**config.mk**
```make
export PLATFORM = sky130hd
export DESIGN_NAME = alarm_clock_multi
export DESIGN_NICKNAME = d
export VERILOG_FILES = /design/src/rtl/alarm_clock_multi.sv
export SDC_FILE = /design/constraint.sdc
export NUM_CORES = 1
export LEC_CHECK = 0
export ABC_AREA = 1
export CAP_MARGIN = 20
export CORE_UTILIZATION = 55
export DETAILED_ROUTE_END_ITERATION = 16
export HOLD_SLACK_MARGIN = 0.03
export PLACE_DENSITY_LB_ADDON = 0.25
export SLEW_MARGIN = 20
export SYNTH_ARGS = -nofsm -noshare
export SYNTH_HDL_FRONTEND = slang
export SYNTH_SLANG_ARGS = --single-unit
export TNS_END_PERCENT = 30
```
**constraint.sdc**
```tcl
create_clock -name clk -period 4 [get_ports clk]
set_input_delay 0.8 -clock clk [delete_from_list [all_inputs] [get_ports clk]]
set_output_delay 0.8 -clock clk [all_outputs]
set_load 0.005 [all_outputs]
```
**src/rtl/alarm_clock_multi.sv**
```systemverilog
// alarm_clock_multi: 24h HH:MM timekeeper with NUM_ALARMS programmable alarms, snooze, dismiss and auto-timeout.
// Ports: clk, rst (sync active-high); set_time/set_hours/set_minutes load the time;
//        alm_wr/alm_sel/alm_hours/alm_minutes/alm_enable program one alarm channel;
//        snooze/dismiss strobes; cur_hours/cur_minutes current time; ringing/snoozing FSM state;
//        ring_id channel that started the episode; buzzer piezo drive.
// Optional: define ALARM_BEEP_EN for a BEEP_HALF-cycle square-wave buzzer, otherwise buzzer follows ringing.
module alarm_clock_multi #(
    parameter int TICKS_PER_MIN = 60_000_000,
    parameter int NUM_ALARMS = 4,
    parameter int SNOOZE_MIN = 5,
    parameter int RING_MAX_MIN = 2,
    parameter int BEEP_HALF = 1000,
    localparam int AW = NUM_ALARMS > 1 ? $clog2(NUM_ALARMS) : 1
) (
    input  logic          clk,
    input  logic          rst,
    input  logic          set_time,
    input  logic [4:0]    set_hours,
    input  logic [5:0]    set_minutes,
    input  logic          alm_wr,
    input  logic [AW-1:0] alm_sel,
    input  logic [4:0]    alm_hours,
    input  logic [5:0]    alm_minutes,
    input  logic          alm_enable,
    input  logic          snooze,
    input  logic          dismiss,
    output logic [4:0]    cur_hours,
    output logic [5:0]    cur_minutes,
    output logic          ringing,
    output logic          snoozing,
    output logic [AW-1:0] ring_id,
    output logic          buzzer
);
    localparam int PW = $clog2(TICKS_PER_MIN);
    typedef enum logic [1:0] {IDLE, RING, SNOOZE} state_t;
    state_t state, state_n;
    logic [PW-1:0] pre;
    logic [4:0] nxt_h;
    logic [5:0] nxt_m;
    logic set_ok, wr_ok, min_tick, hit;
    logic [AW-1:0] hit_id, id_n;
    logic [4:0] a_h [NUM_ALARMS];
    logic [5:0] a_m [NUM_ALARMS];
    logic [NUM_ALARMS-1:0] a_en;
    logic [3:0] rc, rc_n, sc, sc_n;
    assign set_ok = set_time && set_hours <= 5'd23 && set_minutes <= 6'd59;
    assign wr_ok = alm_wr && int'(alm_sel) < NUM_ALARMS && alm_hours <= 5'd23 && alm_minutes <= 6'd59;
    // a load in the same cycle suppresses the wrap, so it never counts as a minute
    assign min_tick = pre == PW'(TICKS_PER_MIN - 1) && !set_ok;
    assign nxt_m = cur_minutes == 6'd59 ? 6'd0 : cur_minutes + 6'd1;
    assign nxt_h = cur_minutes != 6'd59 ? cur_hours : cur_hours == 5'd23 ? 5'd0 : cur_hours + 5'd1;
    assign ringing = state == RING;
    assign snoozing = state == SNOOZE;
    always_ff @(posedge clk) begin
        if (rst) begin
            pre <= '0;
            cur_hours <= '0;
            cur_minutes <= '0;
        end else if (set_ok) begin
            pre <= '0;
            cur_hours <= set_hours;
            cur_minutes <= set_minutes;
        end else if (min_tick) begin
            pre <= '0;
            cur_hours <= nxt_h;
            cur_minutes <= nxt_m;
        end else
            pre <= pre + 1'b1;
    end
    always_ff @(posedge clk) begin
        if (rst) begin
            for (int i = 0; i < NUM_ALARMS; i++) begin
                a_h[i] <= '0;
                a_m[i] <= '0;
            end
            a_en <= '0;
        end else if (wr_ok) begin
            a_h[alm_sel] <= alm_hours;
            a_m[alm_sel] <= alm_minutes;
            a_en[alm_sel] <= alm_enable;
        end
    end
    // compared against the time the tick is about to show; descending scan leaves the lowest index
    always_comb begin
        hit = 1'b0;
        hit_id = '0;
        for (int i = NUM_ALARMS - 1; i >= 0; i--)
            if (min_tick && a_en[i] && a_h[i] == nxt_h && a_m[i] == nxt_m) begin
                hit = 1'b1;
                hit_id = AW'(i);
            end
    end
    always_comb begin
        state_n = state;
        id_n = ring_id;
        rc_n = rc;
        sc_n = sc;
        case (state)
            IDLE:
                if (hit) begin
                    state_n = RING;
                    id_n = hit_id;
                    rc_n = '0;
                end
            RING:
                if (dismiss)
                    state_n = IDLE;
                else if (snooze) begin
                    state_n = SNOOZE;
                    sc_n = 4'(SNOOZE_MIN);
                end else if (min_tick) begin
                    if (rc == 4'(RING_MAX_MIN - 1)) begin
                        // a fresh match on the timeout tick starts a new episode
                        state_n = hit ? RING : IDLE;
                        id_n = hit ? hit_id : ring_id;
                        rc_n = '0;
                    end else
                        rc_n = rc + 4'd1;
                end
            SNOOZE:
                if (dismiss)
                    state_n = IDLE;
                else if (min_tick) begin
                    if (sc == 4'd1) begin
                        state_n = RING;
                        rc_n = '0;
                    end else
                        sc_n = sc - 4'd1;
                end
            default: state_n = IDLE;
        endcase
    end
    always_ff @(posedge clk) begin
        if (rst) begin
            state <= IDLE;
            ring_id <= '0;
            rc <= '0;
            sc <= '0;
        end else begin
            state <= state_n;
            ring_id <= id_n;
            rc <= rc_n;
            sc <= sc_n;
        end
    end
`ifdef ALARM_BEEP_EN
    logic [31:0] bc;
    logic enter;
    assign enter = state_n == RING && (state != RING || (min_tick && rc == 4'(RING_MAX_MIN - 1)));
    always_ff @(posedge clk) begin
        if (rst || state_n != RING) begin
            buzzer <= 1'b0;
            bc <= '0;
        end else if (enter) begin
            buzzer <= 1'b1;
            bc <= '0;
        end else if (bc == 32'(BEEP_HALF - 1)) begin
            buzzer <= ~buzzer;
            bc <= '0;
        end else
            bc <= bc + 32'd1;
    end
`else
    assign buzzer = ringing;
`endif
endmodule

```
==> flow_summary.toml <==
[status]
status = "finished clean"

[synth]
yosysWarnings = 0
synth_cell_types = 47
async_reset_ff_frac = 0
yosys.area.top_type_share = 0.242
ys_ff_latch = 97
yosysTopAreaCell = "edfxtp_1"
netlist_instances = 718
synthFlopType = "dfxtp_1"
synth_area_leaders = "edfxtp_1 (24%), dfxtp_1 (19%), nand2_1 (10%), nor2_1 (8.1%), inv_1 (6.2%)"
yosysSeqAreaShare = 0.435
synth.avg_cell_area_sq_um = 7.62
synthesis.nets = 756
synth-edff-count = 44
syn_area_sq_mm = 0.00547

[timing]
fmaxAchievable_mhz = 329
tightest_slew_ns = 0.678
slew_headroom = 0.548
tns_ns = 0
period_needed_ns = 3.04
slew_violations = 0
rsz0062_at_grt = "no"
setup_viol = 0
finClkSkew_ns = 0.00836
fin_crit_sh = 0.761
finalHoldViolations = 0

[setup_path]
crit_end = "rc[3]$_SDFFE_PP0P_"
crit_path_end_kind = "register"
critPathLaunchType = "register"
cp_max_fo = 20
r2r_start = "cur_minutes[0]$_SDFFE_PP0P_"
r2r-end = "rc[3]$_SDFFE_PP0P_"
worstPathRequired_ns = 4.32
crit_arrival_ns = 3.36
reg2reg_setup_slack_ns = 0.96
rr_worst_depth = 19
criticalPathCategory = "reg -> reg"
cp-startpoint = "cur_minutes[0]$_SDFFE_PP0P_"

[layout]
postLayoutCoreUtil = 0.645
nets = 801
area_growth_pct = 14.2
finalNonFillerCells = 901
drive_above_1_share = 0.103
antenna-diode-count = 0
num-fill-cells = 847

[placed_design]
globalplace.congestion = 0.840
dp.cells = 885
portBuffers = 46
place_hpwl_um = 9540

[global_route]
grt_max_degree = 22
grt_pass1_vias = 4382
grt-ovfl-total = 0
antenna_found_initial = 0
grt_usage = 0.255
grt_pass1_wl_um = 20100

[clock_network]
cts_buffers = 9
htree_levels = 3
clock_sinks = 97
postCtsResizedCells = 0
post_cts_buffers = 0
clkTransAtPathRegs_ns = 0.10
hold_buffers = 0
cts_tree = "done"
cts_root_buffer = "clkbuf_8"
ctsLongestPathBuffers = 2
clock_latency_ns = 0.37

[detailed_routing]
routedWlPerCell_um = 13.9
avgViaCountPerCell = 5.27
drc = 0
vias = 4751
ant_nets = 0
routed_wl_um = 12500
drt_pre_antenna_iters = 6
drtIter0Drc = 293

[floorplan]
rows = 36
design.die.area_sq_mm = 0.0103
initial_core_util = 0.565
coreArea_sq_mm = 0.00968
io_pins = 47
fp.dieH_um = 102
die-width_um = 102

[power]
peakVddDrop_v = 0.000312
power_density_mw_per_mm2 = 330
leakagePower_uw = 0.00244

[job]
maxCapViolCount = 0

[worst_hold_path]
worst_hold_path_type = "reg -> reg"
## worst max-delay path, cell delays in order (launching register included)
cell and delay [ns]:
dfxtp_1 0.65, ha_1 0.34, inv_1 0.07, nor2_2 0.11
nand2_2 0.32, nand3_1 0.35, inv_1 0.13, nand2_1 0.07
nand2_1 0.04, nor2_1 0.08, nand2_1 0.08, nor2_2 0.10
nand3_2 0.09, nand2_2 0.11, nor2_4 0.07, nand2_4 0.06
nand2_4 0.07, nand2_1 0.07, nand2_1 0.05, nor2_1 0.12
## worst min path at each step
stage,endpoint,startpoint,slack [ns],cells past startpoint
final,a_en[1]$_SDFFE_PP0P_,a_en[1]$_SDFFE_PP0P_,0.46,2
after CTS,a_en[1]$_SDFFE_PP0P_,a_en[1]$_SDFFE_PP0P_,0.46,2
after global placement,pre[0]$_SDFF_PP0_,pre[0]$_SDFF_PP0_,0.43,1
after detailed placement,pre[0]$_SDFF_PP0_,pre[0]$_SDFF_PP0_,0.44,1
after floorplan,pre[0]$_SDFF_PP0_,pre[0]$_SDFF_PP0_,0.42,1
after global routing,a_en[1]$_SDFFE_PP0P_,a_en[1]$_SDFFE_PP0P_,0.47,2
## synth_stat cells, types with 4 or more instances
| library cell | instances |
|---|---|
| o21ai_0 | 19 |
| dfxtp_1 | 53 |
| buf_2 | 4 |
| nor2_1 | 118 |
| a21oi_1 | 34 |
| nand3_1 | 45 |
| nand2_2 | 9 |
| inv_2 | 9 |
| xor2_1 | 15 |
| xnor2_1 | 10 |
| ha_1 | 7 |
| o21ai_1 | 4 |
| nor3_1 | 7 |
| nand2_4 | 7 |
| nand4_1 | 17 |
| nand3_2 | 4 |
| nand2_1 | 151 |
| inv_1 | 91 |
| clkbuf_1 | 7 |
| edfxtp_1 | 44 |
| nand3b_1 | 5 |
| nor2_2 | 18 |
| nor2_4 | 4 |
| nor4_1 | 4 |
## cell families (layout without fill, tap and decap cells)
group                    count (synthesis)  count (layout)  synth area share
flip-flops                              97              97             0.435
XOR/XNOR                                25              25            0.0400
buffers and inverters                  116             166            0.0867
AO/OA/AOI/OAI                           72              72            0.0737
AND/OR/NAND/NOR                        401             401             0.348
adder cells (fa/ha/maj)                  7               7            0.0160
## layout make-up
type	instances	area, sq um	area share
multi-input cells	505	2610	0.418
flip-flops and latches	97	2380	0.381
repair buffers	48	475	0.0761
inverters	102	385	0.0617
well taps	133	166	0.0266
clock buffers	9	124	0.0198
clock inverters	7	103	0.0164
## metrics by stage
step	power (uW)	setup WS, ns	area (sq um)	hold slack [ns]
2_1_floorplan	1270	1.61	5470	0.418
3_3_place_gp	1350	0.900	6020	0.431
3_5_place_dp	1360	0.773	6020	0.445
4_1_cts	2070	0.983	6250	0.461
5_1_grt	2150	0.708	6250	0.472
6_report	2060	0.957	6250	0.458
## power by group
part	internal [uW]	switching, uW	leakage, uW
Combinational	95.0	129	0.00147
Clock	360	362	0.000116
Sequential	1080	35.7	0.000856
## placed cells by master (no fill, tap or decap), types with 7 or more instances in the layout
master           Yosys  layout
xor2_1              15      15
nor2_1             118     118
dfxtp_1             53      53
nand2_2              9       9
edfxtp_1            44      44
a21oi_1             34      34
nand4_1             17      17
inv_2                9       9
xnor2_1             10      10
o21ai_0             19      19
nand3_1             45      45
nor3_1               7       7
nor2_2              18      18
nand2_1            151     151
inv_1               91      91
nand2_4              7       7
clkdlybuf4s50_1      0      46
clkbuf_8             0       9
ha_1                 7       7
## layer usage
metal | part of all wire | global-route usage
met2 | 0.47 | 0.420
met5 | 0 | 0
met1 | 0.46 | 0.338
met3 | 0.057 | 0.0483
met4 | 0.012 | 0.0847
## flip-flops by register name (all words and copies together) (netlist names)
| register | cells |
|---|---|
| a_en | 4 |
| a_h | 20 |
| a_m | 24 |
| cur_hours | 5 |
| cur_minutes | 6 |
| pre | 26 |
| rc | 4 |
| ring_id | 2 |
| sc | 4 |
| state | 2 |
Note: power is estimated with default switching activity, not from simulation.
